File: src/rtl/max_pool_sequencer_pkg.sv
// max_pool_sequencer_pkg: shared default widths and controller state encoding
package max_pool_sequencer_pkg;
    localparam int DEF_DATA_W = 16;
    localparam int DEF_ADDR_W = 10;
    localparam int DEF_DIM_W  = 6;
    typedef enum logic [2:0] {S_IDLE, S_FETCH, S_CAP, S_EMIT, S_FIN} state_t;
endpackage

File: src/rtl/pool_max4.sv
// pool_max4: combinational two's-complement maximum of four samples
module pool_max4
    import max_pool_sequencer_pkg::*;
#(
    parameter int DATA_W = DEF_DATA_W
) (
    input  logic signed [DATA_W-1:0] i_a,
    input  logic signed [DATA_W-1:0] i_b,
    input  logic signed [DATA_W-1:0] i_c,
    input  logic signed [DATA_W-1:0] i_d,
    output logic signed [DATA_W-1:0] o_max
);
    logic signed [DATA_W-1:0] w_ab;
    logic signed [DATA_W-1:0] w_cd;
    assign w_ab  = (i_a > i_b) ? i_a : i_b;
    assign w_cd  = (i_c > i_d) ? i_c : i_d;
    assign o_max = (w_ab > w_cd) ? w_ab : w_cd;
endmodule

File: src/rtl/max_pool_sequencer.sv
// max_pool_sequencer: walks a feature map in 2x2 windows, reads each window and emits its signed max
module max_pool_sequencer
    import max_pool_sequencer_pkg::*;
#(
    parameter int DATA_W = DEF_DATA_W,
    parameter int ADDR_W = DEF_ADDR_W,
    parameter int DIM_W  = DEF_DIM_W
) (
    input  logic                     clk,
    input  logic                     rst,
    input  logic                     start,
    input  logic                     abort,
    input  logic        [DIM_W-1:0]  cfg_w,
    input  logic        [DIM_W-1:0]  cfg_h,
    output logic                     rd_en,
    output logic        [ADDR_W-1:0] rd_addr,
    input  logic signed [DATA_W-1:0] rd_data,
    output logic                     out_valid,
    input  logic                     out_ready,
    output logic signed [DATA_W-1:0] out_data,
    output logic        [ADDR_W-1:0] out_idx,
    output logic                     busy,
    output logic                     done
);
    state_t                   r_state;
    state_t                   w_next;
    logic        [1:0]        r_k;
    logic        [DIM_W-1:0]  r_w;
    logic        [DIM_W-1:0]  r_h;
    logic        [DIM_W-1:0]  r_r;
    logic        [DIM_W-1:0]  r_c;
    logic        [ADDR_W-1:0] r_base;
    logic        [ADDR_W-1:0] r_row;
    logic signed [DATA_W-1:0] r_d0;
    logic signed [DATA_W-1:0] r_d1;
    logic signed [DATA_W-1:0] r_d2;
    logic signed [DATA_W-1:0] w_max;
    logic        [ADDR_W-1:0] w_w;
    logic                     w_small;
    logic                     w_last_c;
    logic                     w_last_r;
    logic                     w_hs;

    assign w_w      = ADDR_W'(r_w);
    assign w_small  = (cfg_w < DIM_W'(2)) || (cfg_h < DIM_W'(2));
    assign w_last_c = r_c == (r_w >> 1) - DIM_W'(1);
    assign w_last_r = r_r == (r_h >> 1) - DIM_W'(1);
    assign w_hs     = (r_state == S_EMIT) && out_ready;
    assign rd_en    = r_state == S_FETCH;
    assign rd_addr  = rd_en ? r_base + (r_k[1] ? w_w : '0) + ADDR_W'(r_k[0]) : '0;
    assign busy     = r_state != S_IDLE;
    assign done     = (r_state == S_FIN) && !abort;

    pool_max4 #(.DATA_W(DATA_W)) u_max (
        .i_a  (r_d0),
        .i_b  (r_d1),
        .i_c  (r_d2),
        .i_d  (rd_data),
        .o_max(w_max)
    );

    // state register
    always_ff @(posedge clk or negedge rst) begin
        if (!rst) r_state <= S_IDLE;
        else      r_state <= w_next;
    end

    // next-state: abort wins over everything outside IDLE
    always_comb begin
        w_next = r_state;
        if (abort && r_state != S_IDLE) w_next = S_IDLE;
        else begin
            case (r_state)
                S_IDLE:  if (start) w_next = w_small ? S_FIN : S_FETCH;
                S_FETCH: if (r_k == 2'd3) w_next = S_CAP;
                S_CAP:   w_next = S_EMIT;
                S_EMIT:  if (out_ready) w_next = (w_last_c && w_last_r) ? S_FIN : S_FETCH;
                default: w_next = S_IDLE;
            endcase
        end
    end

    // datapath: config latch, sample capture, result register and window walk
    always_ff @(posedge clk or negedge rst) begin
        if (!rst) begin
            r_k       <= '0;
            r_w       <= '0;
            r_h       <= '0;
            r_r       <= '0;
            r_c       <= '0;
            r_base    <= '0;
            r_row     <= '0;
            r_d0      <= '0;
            r_d1      <= '0;
            r_d2      <= '0;
            out_valid <= 1'b0;
            out_data  <= '0;
            out_idx   <= '0;
        end else if (r_state == S_IDLE) begin
            r_k       <= '0;
            out_valid <= 1'b0;
            if (start) begin
                r_w     <= cfg_w;
                r_h     <= cfg_h;
                r_r     <= '0;
                r_c     <= '0;
                r_base  <= '0;
                r_row   <= '0;
                out_idx <= '0;
            end
        end else if (abort) begin
            r_k       <= '0;
            out_valid <= 1'b0;
        end else begin
            if (r_state == S_FETCH) begin
                r_k <= r_k + 2'd1;
                if (r_k == 2'd1) r_d0 <= rd_data;
                if (r_k == 2'd2) r_d1 <= rd_data;
                if (r_k == 2'd3) r_d2 <= rd_data;
            end
            if (r_state == S_CAP) begin
                out_data  <= w_max;
                out_valid <= 1'b1;
            end
            if (w_hs) begin
                out_valid <= 1'b0;
                out_idx   <= out_idx + ADDR_W'(1);
                if (w_last_c) begin
                    r_c    <= '0;
                    r_r    <= r_r + DIM_W'(1);
                    r_row  <= r_row + (w_w << 1);
                    r_base <= r_row + (w_w << 1);
                end else begin
                    r_c    <= r_c + DIM_W'(1);
                    r_base <= r_base + ADDR_W'(2);
                end
            end
        end
    end
endmodule

File: config.mk
export PLATFORM = sky130hd
export DESIGN_NAME = max_pool_sequencer
export DESIGN_NICKNAME = d
export VERILOG_FILES = /design/src/rtl/max_pool_sequencer_pkg.sv /design/src/rtl/pool_max4.sv /design/src/rtl/max_pool_sequencer.sv
export SDC_FILE = /design/constraint.sdc
export NUM_CORES = 1
export LEC_CHECK = 0
export ABC_AREA = 1
export ABC_CLOCK_PERIOD_IN_PS = 11000
export CAP_MARGIN = 30
export CELL_PAD_IN_SITES_DETAIL_PLACEMENT = 1
export CELL_PAD_IN_SITES_GLOBAL_PLACEMENT = 1
export CORE_MARGIN = 2
export CORE_UTILIZATION = 35
export CTS_BUF_LIST = sky130_fd_sc_hd__clkbuf_8
export DETAILED_ROUTE_END_ITERATION = 10
export PLACE_DENSITY_LB_ADDON = 0.1
export RECOVER_POWER = 100
export SLEW_MARGIN = 20
export SYNTH_ARGS = -nofsm -noshare
export SYNTH_HDL_FRONTEND = slang
export SYNTH_HIERARCHICAL = 1
export SYNTH_SLANG_ARGS = --single-unit
File: constraint.sdc
create_clock -name clk -period 11 [get_ports clk]
set_input_delay 2.2 -clock clk [delete_from_list [all_inputs] [get_ports clk]]
set_output_delay 2.2 -clock clk [all_outputs]
set_load 0.03 [all_outputs]
==> results.md <==
- Num rows: 57
- CP max FO: 52
- Yosys top cell by area: dfrtp_1
- First-pass DRT Iterations: 5
- DRT iter0 DRCs: 241
- DR vias/cell: 4.88
- Aggregate negative setup slack: 0 ps
- Largest family of logic cells by synthesized area: simple AND/OR/NAND/NOR gates
- Avg WL per Cell: 15.2 um
- Leakage Power: 5.06 nW
- Required time of the worst setup path: 11100 ps
- Final Cycle Share: 66.8%
- Setup crit end kind: asynchronous set/reset pin
- Synthesized instance count: 1145
- Failing checks: max-capacitance violations, max-slew violations
- F_max: 136 MHz
- Pin count of the biggest net entering global routing: 53
- R2r endpoint: out_data[3]
- Antenna Nets Post-Route: 0
- Deepest clock path buffer count: 2
- Post-layout min period: 7340 ps
- Synth cell count leaders: 319 x nand2_1, 168 x inv_1, 122 x dfrtp_1
- Yosys reg bits: 122
- Clk Latency, worst-skew pair: 440 ps
- Die H: 160 um
- First-pass GRT wire length: 40200 um
- Final setup viols: 0
- Post-synth EDFFs: 0
- Final Max Tran Viols: 150
- Clock slew at reported path FFs: 70 ps
- GP Congestion: 0.813
- Reg2reg setup slack: 5800 ps
- Die Span X: 160 um
- Count leader, synth: nand2_1
- Initial core utilization: 35.3%
- Routed WL: 23500 um
- End of the worst hold path: r_d1[14]
- Crit path DAT: 7450 ps
- # DRC: 0
- Hold depth: 2
- DR WL met3: 575 um
- Met2 WL: 11300 um
- Netlist Area Pre-Place: 8520 um2
- Post-CTS Resized: 0
- Run status: complete, but fails checks
- Top Layer Used: met4
- XOR/XNOR share of the synthesized area: 1.95%
- Synth Flop Type: dfrtp_1
- HPWL Detailed: 18100 um
- Synth warn: 6
- Final #Nets: 1314
- Core box area: 24100 um2
- Post-CTS setup buffers: 0
- HP Class: reg -> reg
- Crit start category: input pin
- Compound-cell area share of the yosys netlist: 8.67%
- Die area: 25600 um2
- Critical path type: in -> async
- Post-Syn Nets: 1249
- Pwr Density: 317 nW/um2
- CTS buffer count: 17
- Inst Count DP: 1515
- Post-synth ARST share: 100%
- Mux cell area share after synthesis: 2.11%
- Post-Synth Adder-Cell Area: 10.7%
- Fin. Hold Viols: 0
- Most area-consuming cells after synthesis: dfrtp_1 36%, nand2_1 14%, ha_1 10%, inv_1 7.4%, nand3_1 4.9%
- R2R cell count: 24
- ANT cells: 0
- Critical R2R Launch: r_d2[3]
- Sequential area share after synthesis: 35.8%
- Fill count: 3089
- Hold_buf cts: 0
- Top cell type's share of synthesized area: 35.8%
- Hold Path Origin: r_d1[14]
- Via count: 7557
- Simple-Gate Fraction of Synth Area: 31.2%
- RSZ-0062 raised after global routing: false
- Overall Global Routing Usage: 19.4%
- Initial antenna violation count: 0
- Synth Area per Inst: 7.44 um2
- Relative slew margins: -101%
- Clk_skew: 15.2 ps
- TritonCTS clock tree: yes
- Root Buffer: clkbuf_8
- Max H-tree Level: 4
- Num ports: 73
- P&R area growth vs syn: 15.1%
- Maximum vdd drop: 0.000192 V
- Max_cap viols: 4
- Final non-filler cell total: 1547
- Distinct cells, synth: 48
- Port Buffers: 71
- Clk sink count: 122
- Proportion of layout cells with a drive suffix above 1: 5.89%
- Worst-margin pin slew: 3020 ps
- Total grt overflow: 0
- Hold WS: 483 ps
- Met1 WL: 11400 um
- Vias in the first global route: 8006
[power by group]
group / switching [mW] / total (mW) / internal (mW) / leakage (nW)
registers: 0.111 / 0.678 / 0.567 / 1.64
logic: 1.32 / 2.03 / 0.707 / 3.23
clock network: 0.195 / 0.399 / 0.204 / 0.193
total: 1.63 / 3.11 / 1.48 / 5.06
[worst max-delay path: stages]
cell      delay, ps
clkbuf_1       2090
clkbuf_1       1490
clkbuf_1       1630
[final cells by class]
cell class	count	area (um2)	area share, %
Clock inverter	14	131	1.34
Clock buffer	18	248	2.53
Multi-Input combinational cell	822	4610	47.0
Timing Repair Buffer	76	723	7.37
Inverter	171	642	6.54
Sequential cell	122	3050	31.1
Tap cell	324	405	4.13
[how the worst max path moves through the flow]
stage	from	end	cells past startpoint
3_5_place_dp	rd_data[15]	out_data[3]	21
5_1_grt	rst	r_base[2]	3
6_report	rst	r_d1[12]	3
3_3_place_gp	rd_data[15]	out_data[3]	21
2_1_floorplan	abort	done	1
4_1_cts	rd_data[15]	out_data[3]	21
[per-stage QoR]
step	cell area, um2	power [mW]	utilization, %	setup WS [ps]
6_report	9810	3.11	40.7	3660
5_1_grt	9810	3.46	40.7	2370
4_1_cts	9910	3.19	41.1	4550
3_5_place_dp	9530	2.77	39.5	4050
3_3_place_gp	9480	2.72	39.3	4150
2_1_floorplan	8520	2.21	-	5600
[placed cells by master, fill, tap and decap left out, types with 2 or more instances in the layout]
cell,synthesis,final
nand2_1,319,320
inv_1,168,171
dfrtp_1,122,122
nand3_1,84,85
o21ai_0,80,82
ha_1,68,68
nor2_1,60,63
nand4_1,47,47
dlygate4sd3_1,0,44
a21oi_1,40,40
clkdlybuf4s50_1,0,26
clkbuf_8,0,18
mux2_2,16,16
and2_1,16,16
nor3_1,12,13
xor2_1,13,13
or2_2,9,9
xnor2_1,6,6
clkbuf_1,13,6
nand3_2,5,5
clkinv_2,0,5
clkinvlp_4,0,4
nor2_4,6,3
o211ai_1,3,3
nor3b_1,3,3
o31ai_1,3,3
a21o_1,3,3
fa_1,3,3
nor4_1,2,2
o21ai_1,3,2
bufinv_16,0,2
nor3_2,3,2
[flip-flops by register name (all words and copies together), names as in the netlist]
| register | cells |
|---|---|
| out_data | 16 |
| r_d0 | 16 |
| r_d1 | 16 |
| r_d2 | 16 |
| out_idx | 10 |
| r_base | 10 |
| r_row | 9 |
| r_c | 6 |
| r_r | 6 |
| r_w | 6 |
| r_h | 5 |
| r_state | 3 |
| r_k | 2 |
| out_valid | 1 |
[logic make-up (layout without fill, tap and decap cells)]
family / Yosys count / after routing
compound gates: 139 / 139
xor+xnor: 19 / 19
fa+ha+maj: 71 / 71
buf+inv: 201 / 279
flops: 122 / 122
mux: 16 / 16
simple gates: 577 / 577
[per-layer routing]
| layer | up-vias | global-route usage, % |
|---|---|---|
| li1 | 3846 | - |
| met5 | - | 0 |
| met2 | 85 | 33.6 |
| met4 | 0 | 3.60 |
| met3 | 14 | 3.06 |
| met1 | 3612 | 25.8 |
Note: power is estimated with default switching activity, not from simulation.
